<file path="config.mk">
export PLATFORM = sky130hd
export DESIGN_NAME = spi_frame_rx_flat
export DESIGN_NICKNAME = d
export VERILOG_FILES = /design/src/rtl/spi_frame_rx_if.sv /design/src/rtl/spi_frame_rx.sv /design/src/flat_wrapper.sv
export SDC_FILE = /design/constraint.sdc
export NUM_CORES = 1
export LEC_CHECK = 0
export ABC_AREA = 1
export BUFFER_PORTS_ARGS = -buffer_cell sky130_fd_sc_hd__buf_4
export CORE_AREA = 2 2 112 114
export CTS_CLUSTER_SIZE = 20
export DETAILED_ROUTE_END_ITERATION = 16
export DIE_AREA = 0 0 114 116
export HOLD_SLACK_MARGIN = 0.03
export SYNTH_ARGS = -nofsm -noshare
export SYNTH_HDL_FRONTEND = slang
export SYNTH_SLANG_ARGS = --single-unit
</file>
<file path="constraint.sdc">
create_clock -name clk -period 4 [get_ports clk]
set_input_delay 0.4 -clock clk [delete_from_list [all_inputs] [get_ports clk]]
set_output_delay 0.4 -clock clk [all_outputs]
set_load 0.1 [all_outputs]
</file>
<file path="src/rtl/spi_frame_rx_if.sv">
// Serial link and parallel result bundle between a shift-register master and spi_frame_rx.
// The master modport drives the serial lines; the slave modport is the receiver.
interface spi_frame_rx_if #(
    parameter int WIDTH = 16
);
    logic             sclk;
    logic             sdo;
    logic             lock;
    logic             sdi;
    logic [WIDTH-1:0] data_out;
    logic             data_valid;
    logic             frame_err;
    logic             timeout;

    modport master (
        output sclk, sdo, lock,
        input  sdi, data_out, data_valid, frame_err, timeout
    );

    modport slave (
        input  sclk, sdo, lock,
        output sdi, data_out, data_valid, frame_err, timeout
    );
endinterface

</file>
<file path="src/rtl/spi_frame_rx.sv">
// Oversampling serial frame receiver: checks frame length on each lock pulse, applies good
// frames to a parallel word, shifts the applied word back on sdi, and falls back on a watchdog.
module spi_frame_rx #(
    parameter int               WIDTH      = 16,
    parameter logic [WIDTH-1:0] DEFAULT    = WIDTH'(16'h0824),
    parameter int unsigned      TIMEOUT    = 720_000,
    parameter bit               INVERT_SDO = 1'b0
) (
    input  logic          clk,
    input  logic          aclr,
    input  logic          sclr,
    spi_frame_rx_if.slave bus
);

    localparam int               CNT_W    = $clog2(WIDTH + 2);
    localparam logic [CNT_W-1:0] CNT_FULL = CNT_W'(WIDTH);
    localparam logic [31:0]      WD_HIT   = 32'(TIMEOUT - 2);

    typedef enum logic [1:0] {
        S_IDLE,
        S_SHIFT,
        S_OVER
    } state_t;

    // Per line: [0] first sync FF, [1] second sync FF, [2] history / alignment FF.
    typedef struct packed {
        logic [2:0] sclk;
        logic [2:0] sdo;
        logic [2:0] lock;
        logic       sclk_rise;
        logic       lock_rise;
    } sync_t;

    typedef struct packed {
        logic [WIDTH-1:0] rx_sh;
        logic [WIDTH-1:0] tx_sh;
        logic [WIDTH-1:0] data_out;
        logic [31:0]      wd_cnt;
        logic             data_valid;
        logic             frame_err;
        logic             timeout;
    } dp_t;

    localparam dp_t DP_RST = '{
        rx_sh:      '0,
        tx_sh:      DEFAULT,
        data_out:   DEFAULT,
        wd_cnt:     '0,
        data_valid: 1'b0,
        frame_err:  1'b0,
        timeout:    1'b0
    };

    sync_t            r_sync;
    dp_t              r_dp;
    state_t           r_state;
    state_t           w_state_nxt;
    logic [CNT_W-1:0] r_bit_cnt;
    logic [CNT_W-1:0] w_bit_cnt_nxt;
    logic             w_sdo_pin;
    logic             w_shift_en;
    logic             w_good;
    logic             w_bad;
    logic             w_wd_hit;

    assign w_sdo_pin = bus.sdo ^ INVERT_SDO;

    always_ff @(posedge clk or posedge aclr) begin
        if (aclr) begin
            r_sync <= '0;
        end else if (sclr) begin
            r_sync <= '0;
        end else begin
            // NOTE: non-blocking so each stage samples the value its predecessor held before the edge.
            r_sync.sclk      <= {r_sync.sclk[1:0], bus.sclk};
            r_sync.sdo       <= {r_sync.sdo[1:0], w_sdo_pin};
            r_sync.lock      <= {r_sync.lock[1:0], bus.lock};
            r_sync.sclk_rise <= r_sync.sclk[1] & ~r_sync.sclk[2];
            r_sync.lock_rise <= r_sync.lock[1] & ~r_sync.lock[2];
        end
    end

    // A lock rise in the same cycle as an sclk rise wins; the sclk edge is dropped.
    assign w_shift_en = r_sync.sclk_rise & ~r_sync.lock[2] & ~r_sync.lock_rise;
    assign w_wd_hit   = (r_dp.wd_cnt == WD_HIT);

    always_ff @(posedge clk or posedge aclr) begin
        if (aclr) begin
            r_state   <= S_IDLE;
            r_bit_cnt <= '0;
        end else if (sclr) begin
            r_state   <= S_IDLE;
            r_bit_cnt <= '0;
        end else begin
            r_state   <= w_state_nxt;
            r_bit_cnt <= w_bit_cnt_nxt;
        end
    end

    always_comb begin
        // NOTE: every output gets a default first, so no branch can infer a latch.
        w_state_nxt   = r_state;
        w_bit_cnt_nxt = r_bit_cnt;
        w_good        = 1'b0;
        w_bad         = 1'b0;
        if (r_sync.lock_rise) begin
            w_state_nxt   = S_IDLE;
            w_bit_cnt_nxt = '0;
            if (r_state == S_SHIFT && r_bit_cnt == CNT_FULL) begin
                w_good = 1'b1;
            end else begin
                w_bad = 1'b1;
            end
        end else if (w_shift_en) begin
            case (r_state)
                S_IDLE: begin
                    w_state_nxt   = S_SHIFT;
                    w_bit_cnt_nxt = CNT_W'(1);
                end
                S_SHIFT: begin
                    w_bit_cnt_nxt = r_bit_cnt + 1'b1;
                    if (r_bit_cnt == CNT_FULL) begin
                        w_state_nxt = S_OVER;
                    end
                end
                default: begin
                    w_state_nxt = S_OVER;
                end
            endcase
        end
    end

    always_ff @(posedge clk or posedge aclr) begin
        if (aclr) begin
            r_dp <= DP_RST;
        end else if (sclr) begin
            r_dp <= DP_RST;
        end else begin
            r_dp.data_valid <= w_good;
            r_dp.frame_err  <= w_bad;
            if (r_dp.wd_cnt != '1) begin
                r_dp.wd_cnt <= r_dp.wd_cnt + 32'd1;
            end
            if (w_shift_en) begin
                r_dp.rx_sh <= {r_dp.rx_sh[WIDTH-2:0], r_sync.sdo[2]};
            end
            // A good frame outranks a watchdog expiry landing in the same cycle.
            if (w_good) begin
                r_dp.data_out <= r_dp.rx_sh;
                r_dp.tx_sh    <= r_dp.rx_sh;
                r_dp.wd_cnt   <= '0;
                r_dp.timeout  <= 1'b0;
            end else if (w_wd_hit) begin
                r_dp.data_out <= DEFAULT;
                r_dp.tx_sh    <= DEFAULT;
                r_dp.timeout  <= 1'b1;
            end else if (w_shift_en) begin
                r_dp.tx_sh <= {r_dp.tx_sh[WIDTH-2:0], 1'b0};
            end
        end
    end

    assign bus.sdi        = r_dp.tx_sh[WIDTH-1];
    assign bus.data_out   = r_dp.data_out;
    assign bus.data_valid = r_dp.data_valid;
    assign bus.frame_err  = r_dp.frame_err;
    assign bus.timeout    = r_dp.timeout;

endmodule

</file>
<file path="src/flat_wrapper.sv">
// flat-port wrapper written by rule: the top's interface ports become plain ports
module spi_frame_rx_flat 
#(
    parameter int               WIDTH      = 16,
    parameter logic [WIDTH-1:0] DEFAULT    = WIDTH'(16'h0824),
    parameter int unsigned      TIMEOUT    = 720_000,
    parameter bit               INVERT_SDO = 1'b0
)
  (clk, aclr, sclr, bus_sclk, bus_sdo, bus_lock, bus_sdi, bus_data_out, bus_data_valid, bus_frame_err, bus_timeout);
  spi_frame_rx_if #(.WIDTH(WIDTH)) bus_i ();
  input  logic clk;
  input  logic aclr;
  input  logic sclr;
  input wire logic [$bits(bus_i.sclk)-1:0] bus_sclk;
  input wire logic [$bits(bus_i.sdo)-1:0] bus_sdo;
  input wire logic [$bits(bus_i.lock)-1:0] bus_lock;
  output wire logic [$bits(bus_i.sdi)-1:0] bus_sdi;
  output wire logic [$bits(bus_i.data_out)-1:0] bus_data_out;
  output wire logic [$bits(bus_i.data_valid)-1:0] bus_data_valid;
  output wire logic [$bits(bus_i.frame_err)-1:0] bus_frame_err;
  output wire logic [$bits(bus_i.timeout)-1:0] bus_timeout;
  assign bus_i.sclk = bus_sclk;
  assign bus_i.sdo = bus_sdo;
  assign bus_i.lock = bus_lock;
  assign bus_sdi = bus_i.sdi;
  assign bus_data_out = bus_i.data_out;
  assign bus_data_valid = bus_i.data_valid;
  assign bus_frame_err = bus_i.frame_err;
  assign bus_timeout = bus_i.timeout;
  spi_frame_rx #(.WIDTH(WIDTH), .DEFAULT(DEFAULT), .TIMEOUT(TIMEOUT), .INVERT_SDO(INVERT_SDO)) u_core (.clk(clk), .aclr(aclr), .sclr(sclr), .bus(bus_i));
endmodule
</file>
# Word level (Yosys, flattened, before mapping)
# Cells that the tools add are included.
# totals
regBits,101
latch_bits,0
ram_bits,0
romBits,0
elab_cells,62
n_memories,0
# classes
addsub,2
mul,0
div,0
n_lt_le_gt_ge,0
eq_ne,5
shift,0
muxes,24
bitwise,7
n_reduce_logical,10
# op_table
cell,count
$mux W32,3
$mux W83,1
$mux W16,4
$add A32 B1 Y32 const B,1
$eq A32 B20 Y1 const B,1
$ne A32 B32 Y1 const B,1
$mux W5,3
$mux W11,1
$pmux W5 S2,1
$reduce_bool A3 Y1,3
$mux W2,4
$reduce_bool A4 Y1,2
$mux W1,6
$add A5 B1 Y5 const B,1
$eq A5 B5 Y1 const B,1
$and A1 B1 Y1,4
$ne A4 B3 Y1 const B,1
$pmux W2 S2,1
$reduce_and A2 Y1,2
$not A1 Y1,3
$eq A2 B1 Y1 const B,1
$logic_not A2 Y1,1
$reduce_bool A2 Y1,1
$logic_and A1 B1 Y1,1

# Depth between registers and ports, before layout
# Gate-level depths: netlist (run 1).
# depth
ltp_word,7
depth_mapped,13

# Least setup slack after synthesis (run 1)
# OpenSTA, ideal clock, no wires.
# synth_timing
path_kind,flip-flop to flip-flop
from,register u_core.r_dp[3] (netlist name)
to,register u_core.r_dp[3] (netlist name)
t_arrival_ns,1.488
required_ns,3.926
setup_slack_ns,2.438
path_stages_with_launch,9
n_path_buf,1
cell_sequence,dfrtp_1 -> ha_1 -> inv_2 -> nor2_2 -> nand2_2 -> nor2_4 -> nand4_4 -> buf_6 -> o21ai_2
# synth_between
elab_chain_len,4
word_cells_on_any_way,6
# synth_lines
item,line,source
"start, declared",spi_frame_rx.sv:55,dp_t r_dp;
$add A32 B1 Y32,spi_frame_rx.sv:142,r_dp.wd_cnt <= r_dp.wd_cnt + 32'd1;
$mux W32,spi_frame_rx.sv:141,if (r_dp.wd_cnt != '1) begin
$mux W32,spi_frame_rx.sv:148,if (w_good) begin
$mux W83,spi_frame_rx.sv:136,end else if (sclr) begin
# Parallel ways exist; a longest one is shown, timed or not. The select of a mux whose other input is x is not followed.
# A chain may end at the register's enable or synchronous reset.

# Worst setup path in the final report (run 1)
# layout_timing
from,register u_core.r_bit_cnt[0]
to,register u_core.r_dp[3] (netlist name)
# layout_between
elab_chain_len,6
word_cells_on_any_way,7
# layout_lines
item,line,source
"start, declared",spi_frame_rx.sv:58,logic [CNT_W-1:0] r_bit_cnt;
"start signal, assigned",spi_frame_rx.sv:96,r_bit_cnt <= w_bit_cnt_nxt;
$eq A5 B5 Y1 (*),spi_frame_rx.sv:109,if (r_state == S_SHIFT && r_bit_cnt == CNT_FULL) begin
$logic_and A1 B1 Y1 (*),spi_frame_rx.sv:109,
$mux W1 (*),spi_frame_rx.sv:109,
$mux W1 (*),spi_frame_rx.sv:106,if (r_sync.lock_rise) begin
$mux W32,spi_frame_rx.sv:148,
$mux W83,spi_frame_rx.sv:136,
# Mark *: on every way between the ends. The rest lies on a longest branch, timed or not.

==> impl_metrics.env, run 1 <==
export IMPL_routedWlPerCell_um=14.1
export IMPL_die_w_um=114
export IMPL_synth_edff_count=0
export IMPL_r2r_end="u_core.r_dp[3]"
export IMPL_remaining_drc_errors=0
export IMPL_ctsHtreeMaxLevel=3
export IMPL_clk_pin_slew_ns=0.07
export IMPL_rr_startpoint="u_core.r_bit_cnt[0]"
export IMPL_overflow=0
export IMPL_cts_buffer_depth=2
export IMPL_antennaDiodeCount=0
export IMPL_final_setup_tns_ns=0
export IMPL_fill_cells=1173
export IMPL_arrival_ns=2.57
export IMPL_ctsRootBufferMaster="clkbuf_16"
export IMPL_drive_gt1_share_pct=13.3
export IMPL_p_leak_uw=0.00280
export IMPL_vias=4301
export IMPL_synth_async_reset_ratio_pct=100
export IMPL_min_period_ns=2.34
export IMPL_multi_input_area_sq_mm=0.00227
export IMPL_port_buffers=25
export IMPL_crit_path_end_kind="flip-flop"
export IMPL_cts_hold_buf=0
export IMPL_drt_initial_drc_count=279
export IMPL_start_util_pct=44.6
export IMPL_cp_start_kind="flip-flop"
export IMPL_fp_row_count=40
export IMPL_post_cts_resized=0
export IMPL_layout_nets=706
export IMPL_fp_dieH_um=116
export IMPL_yosys_warnings=0
export IMPL_cts_tree="done"
export IMPL_crit_type="reg -> reg"
export IMPL_outcome="complete, no violations"
export IMPL_dieArea_sq_mm=0.0132
export IMPL_p_per_area_mw_per_mm2=381
export IMPL_worstMarginPinSlew_ns=0.921
export IMPL_drt_pass1_iter_count=5
export IMPL_register_area_sq_mm=0.00253
export IMPL_fin_total_pwr_uw=2190
export IMPL_clock_fmax_mhz=427
export IMPL_setup_viol=0
export IMPL_routed_wl_mm=12.0
export IMPL_routed_via_density=5.07
export IMPL_gp_congestion=0.926
export IMPL_yosys_area_top_type="dfrtp_1"
export IMPL_ys_ff_latch=101
export IMPL_yosysMostFrequentCell="nand2_1"
export IMPL_finalCritPeriodShare_pct=58.5
export IMPL_cts_sinks=101
export IMPL_rsz0062_at_grt="false"
export IMPL_first_global_vias=4048
export IMPL_grt_pass1_wl_mm=20.2
export IMPL_ys_top_cells_by_count="nand2_1 (217), dfrtp_1 (95), nand3_1 (84), nor2_1 (77), inv_1 (55)"
export IMPL_synth_area_top_cells="dfrtp_1 (45%), nand2_1 (15%), nand3_1 (7.9%)"
export IMPL_antenna_found_initial=0
export IMPL_rrSetupSlack_ns=1.66
export IMPL_clk_latency_ns=0.35
export IMPL_dp_hpwl_mm=8.30
export IMPL_hold_path_class="in -> async"
export IMPL_relSlewSlack_pct=38.6
export IMPL_syn_area_per_cell_sq_um=7.61
export IMPL_antenna_left=0
export IMPL_grt_usage_pct=19.4
export IMPL_synth_cell_types=32
export IMPL_layout_area_overhead_vs_synth_pct=8.13
export IMPL_syn_nets=707
export IMPL_cts_made_buffers=9
export IMPL_synth_top_area_share_pct=44.8
export IMPL_skew_ns=0.0128
export IMPL_required_ns=4.23
export IMPL_synth_seq_area_share_pct=47.8
export IMPL_synthCells=697
export IMPL_finalHoldViolations=0
export IMPL_critPathMaxFanout=33
export IMPL_syn_area_sq_mm=0.00531
export IMPL_cap_violations=0
export IMPL_slew_viol_final=0
export IMPL_grt_max_degree=76
export IMPL_synth_main_ff_cell="dfrtp_1"
export IMPL_io_pins=26
export IMPL_core_area_sq_mm=0.0119
export IMPL_r2r_cells=10
export IMPL_post_cts_buffers=0
export IMPL_ir_drop_v=0.000339
-- logic make-up after synthesis --
logic type               share of synthesized area (%)
buffers and inverters                             9.45
adder cells (fa/ha/maj)                          0.943
XOR/XNOR                                         0.165
flip-flops                                        47.8
AND/OR/NAND/NOR                                   36.0
AO/OA/AOI/OAI                                     5.70
-- placed cells by master, fill, tap and decap left out, types with 2 or more instances in the layout --
master     instances
dfstp_2            6
nor2_4             4
a21oi_1            7
o21ai_1            5
dfrtp_1           95
nand4_1           12
inv_1             54
nand3_1           84
clkbuf_16          9
nor3_1             5
ha_1               4
nand2_1          217
nand2_2            6
nor2_2             3
buf_4             28
nand3_2            4
inv_2              8
o21ai_0           41
nor2_1            77
or2_2             14
o31ai_1            2
-- cell type report --
class                           count  share of cell area, %
Clock inverter                      6                   1.24
Clock buffer                       10                   3.99
Timing Repair Buffer               28                   3.66
Sequential cell                   101                   44.2
Tap cell                          147                   3.20
Inverter                           63                   4.16
Multi-Input combinational cell    493                   39.6
-- stage by stage --
stage	hold WS [ns]	setup slack, ns	cell area (sq um)	util (%)	cells
4_1_cts	0.249	1.67	5740	48.2	848
3_3_place_gp	0.390	1.75	5440	45.7	832
3_5_place_dp	0.397	1.67	5440	45.7	832
2_1_floorplan	0.383	0.963	5310	-	697
6_report	0.245	1.66	5740	48.2	848
5_1_grt	0.252	1.33	5740	48.2	848
-- routing by layer --
layer / global-route usage (%) / share of wire (%) / wire (um)
met4: 5.28 / 1.4 / 170
met2: 29.6 / 44 / 5320
met5: 0 / 0 / 0
met1: 27.4 / 50 / 5960
met3: 5.13 / 4.5 / 540
-- critical path: stages, from the launching register on --
cell and delay, ns:
dfrtp_1 0.38, inv_1 0.08, ha_1 0.20, nand2_1 0.06, inv_1 0.05, nand3_1 0.13
inv_2 0.06, nand2_2 0.45, nand4_4 0.50, nand2_1 0.21, o21ai_2 0.07
-- worst max-delay path by stage --
stage	start	endpoint	slack, ns	depth (start not counted)
floorplan	aclr	u_core.bus.data_out[0]	0.96	1
global placement	sclr	u_core.r_dp[54]	1.75	8
detailed placement	u_core.r_bit_cnt[0]	u_core.r_dp[4]	1.67	9
CTS	u_core.r_bit_cnt[0]	u_core.r_dp[3]	1.67	10
global route	u_core.r_bit_cnt[0]	u_core.r_dp[3]	1.33	10
finish	u_core.r_bit_cnt[0]	u_core.r_dp[3]	1.66	10
-- sequential cells by signal (all words and copies together), names as in the netlist --
signal / cells
u_core.bus.timeout: 1
u_core.r_sync: 11
u_core.bus.data_valid: 1
u_core.r_dp: 63
u_core.bus.frame_err: 1
u_core.bus.data_out: 16
u_core.r_state: 2
u_core.r_bit_cnt: 5
u_core.bus.sdi: 1
-- report_power, final --
group / leakage, uW / switching (uW) / total, uW / internal [uW]
clock: 0.000145 / 397 / 889 / 492
combinational: 0.00129 / 144 / 201 / 56.7
sequential: 0.00137 / 29.0 / 1100 / 1070
(Power assumes the default switching activity.)
==> run 2: changes to the inputs <==
==> constraint.sdc (replaced) <==
create_clock -name clk -period 1.9 [get_ports clk]
set_input_delay 0.19 -clock clk [delete_from_list [all_inputs] [get_ports clk]]
set_output_delay 0.19 -clock clk [all_outputs]
set_load 0.1 [all_outputs]
==> run 2 against run 1 <==
  * Utilization increased by 2.2 points
  * Setup slack lost 1.5 ns
  * Maximum frequency is 36% higher
  * Register-to-register slack worse by 1.5 ns
  * Sequential power up 110%
  * First-iteration DRC count unchanged
  * Critical path type unchanged
  * Clock power is 130% higher
  * Count of clock-buffer cells in the layout rose by 2
  * Via count up 5.3%
  * Non-clock buffer count is 23 higher
  * Worst hold slack worse by 0.19 ns
  * Total power rose by 120%
==> impl_metrics.env, run 2 (synthesized netlist as in run 1, its figures left out) <==
export IMPL_antenna_found_initial=0
export IMPL_required_ns=2.18
export IMPL_clk_latency_ns=0.35
export IMPL_vias=4530
export IMPL_p_leak_uw=0.00292
export IMPL_cts_made_buffers=9
export IMPL_routedWlPerCell_um=14.6
export IMPL_layout_area_overhead_vs_synth_pct=13.1
export IMPL_mostFrequentLayoutCells="nand2_1 (217), dfrtp_1 (95), nand3_1 (84), nor2_1 (76), inv_1 (54)"
export IMPL_finalHoldViolations=0
export IMPL_final_setup_tns_ns=0
export IMPL_critPathTopFamily="simple AND/OR/NAND/NOR gates"
export IMPL_crit_type="reg -> reg"
export IMPL_fill_cells=1161
export IMPL_crit_path_top_delay_cell="dfrtp_1"
export IMPL_arrival_ns=2.00
export IMPL_cp_num_cells=8
export IMPL_hp_start="bus_lock"
export IMPL_critPathBufInv=2
export IMPL_critPathMaxFanout=6
export IMPL_clk_pin_slew_ns=0.07
export IMPL_gr_usage_met3_pct=5.60
export IMPL_hold_path_cell_count=3
export IMPL_grt_usage_pct=21.1
export IMPL_clock_fmax_mhz=580
export IMPL_ir_drop_v=0.000544
export IMPL_routed_via_density=5.20
export IMPL_gp_congestion=0.924
export IMPL_rrSetupSlack_ns=0.18
export IMPL_finalCritPeriodShare_pct=90.7
export IMPL_setup_viol=0
export IMPL_skew_ns=0.00837
export IMPL_worstMarginPinSlew_ns=0.587
export IMPL_top_usage_layer="met2"
export IMPL_max_stage_delay_ns=0.44
export IMPL_rsz0062_at_grt="false"
export IMPL_post_cts_buffers=0
export IMPL_relSlewSlack_pct=60.8
export IMPL_dieArea_sq_mm=0.0132
export IMPL_setup_worst_path_end="u_core.r_dp[15]"
export IMPL_antennaDiodeCount=0
export IMPL_port_buffers=25
export IMPL_path_cells="ha_1 -> inv_2 -> nor2_2 -> inv_1 -> nor2_1 -> or2_2 -> nand3_1 -> o21ai_1"
export IMPL_fp_dieH_um=116
export IMPL_max_flop_register="u_core.r_dp"
export IMPL_r2r_cells=8
export IMPL_grt_max_degree=37
export IMPL_io_pins=26
export IMPL_use_met2_pct=32.5
export IMPL_ctsHtreeMaxLevel=3
export IMPL_start_util_pct=44.6
export IMPL_cts_sinks=101
export IMPL_slew_viol_final=0
export IMPL_cts_tree="done"
export IMPL_drt_pass1_iter_count=4
export IMPL_final_common_cell="nand2_1"
export IMPL_use_met1_pct=29.0
export IMPL_startpoint="u_core.r_dp[3]"
export IMPL_drt_initial_drc_count=279
export IMPL_hold_path_class="in -> reg"
export IMPL_routed_wl_mm=12.8
export IMPL_largest_reg_flops=63
export IMPL_drive_gt1_share_pct=16.0
export IMPL_outcome="complete, no violations"
export IMPL_dp_hpwl_mm=9.54
export IMPL_core_area_sq_mm=0.0119
export IMPL_grt_pass1_wl_mm=21.8
export IMPL_fin_total_pwr_uw=4810
export IMPL_crit_path_end_kind="flip-flop"
export IMPL_first_global_vias=4407
export IMPL_overflow=0
export IMPL_die_w_um=114
export IMPL_min_period_ns=1.72
export IMPL_p_per_area_mw_per_mm2=801
export IMPL_antenna_left=0
export IMPL_cp_start_kind="flip-flop"
export IMPL_remaining_drc_errors=0
export IMPL_ctsRootBufferMaster="clkbuf_16"
export IMPL_r2r_end="u_core.r_dp[15]"
export IMPL_cap_violations=0
export IMPL_cts_buffer_depth=2
export IMPL_reg_largest_list="u_core.r_dp: 63 flops, u_core.bus.data_out: 16 flops, u_core.r_sync: 11 flops"
export IMPL_fp_row_count=40
export IMPL_layout_nets=729
export IMPL_rr_startpoint="u_core.r_dp[3]"
-- run 2: routing by layer --
layer	wire length, um	part of all wire [%]
met5	0	0
met4	258	2.0
met3	628	4.9
met2	5790	45
met1	6080	48
-- run 2: area by class of cell --
type                    instances  area (sq um)  area share [%]
flip-flops and latches        101          2530            42.2
multi-input cells             493          2290            38.1
repair buffers                 51           423            7.04
clock buffers                  12           256            4.27
inverters                      63           240            4.00
well taps                     147           184            3.06
clock inverters                 4          77.6            1.29
-- run 2: worst min-delay path by stage --
stage,end
floorplan,u_core.r_sync[2]
global placement,u_core.r_dp[31]
detailed placement,u_core.r_dp[31]
CTS,u_core.r_sync[2]
global route,u_core.r_sync[2]
finish,u_core.r_sync[2]
-- run 2: report_power, final --
group          total, uW  switching (uW)  internal [uW]  leakage [uW]
Sequential          2310            66.5           2250       0.00137
Combinational        458             312            145       0.00139
Clock               2040             802           1230      0.000163
-- run 2: worst min-delay path: cells and delay by family --
kind	cells	cell delay [ns]
buffers and inverters	2	0.15
AND/OR/NAND/NOR	1	0.03
-- run 2: repair_timing --
action	4_1_cts	5_1_grt
hold buffers	1	0
endpoints found under the hold margin	21	0
gates resized for setup	0	3
setup endpoints to repair	0	17
-- run 2: through the flow --
step,util (%),std cells,hold WS (ns),setup WS (ns),cell area (sq um)
floorplan,-,697,0.291,0.338,5310
global placement,47.4,854,0.292,0.155,5640
detailed placement,47.4,854,0.294,0.147,5640
CTS,50.3,871,0.0419,0.133,5990
global route,50.4,871,0.0375,0.00746,6000
finish,50.4,871,0.0516,0.176,6000
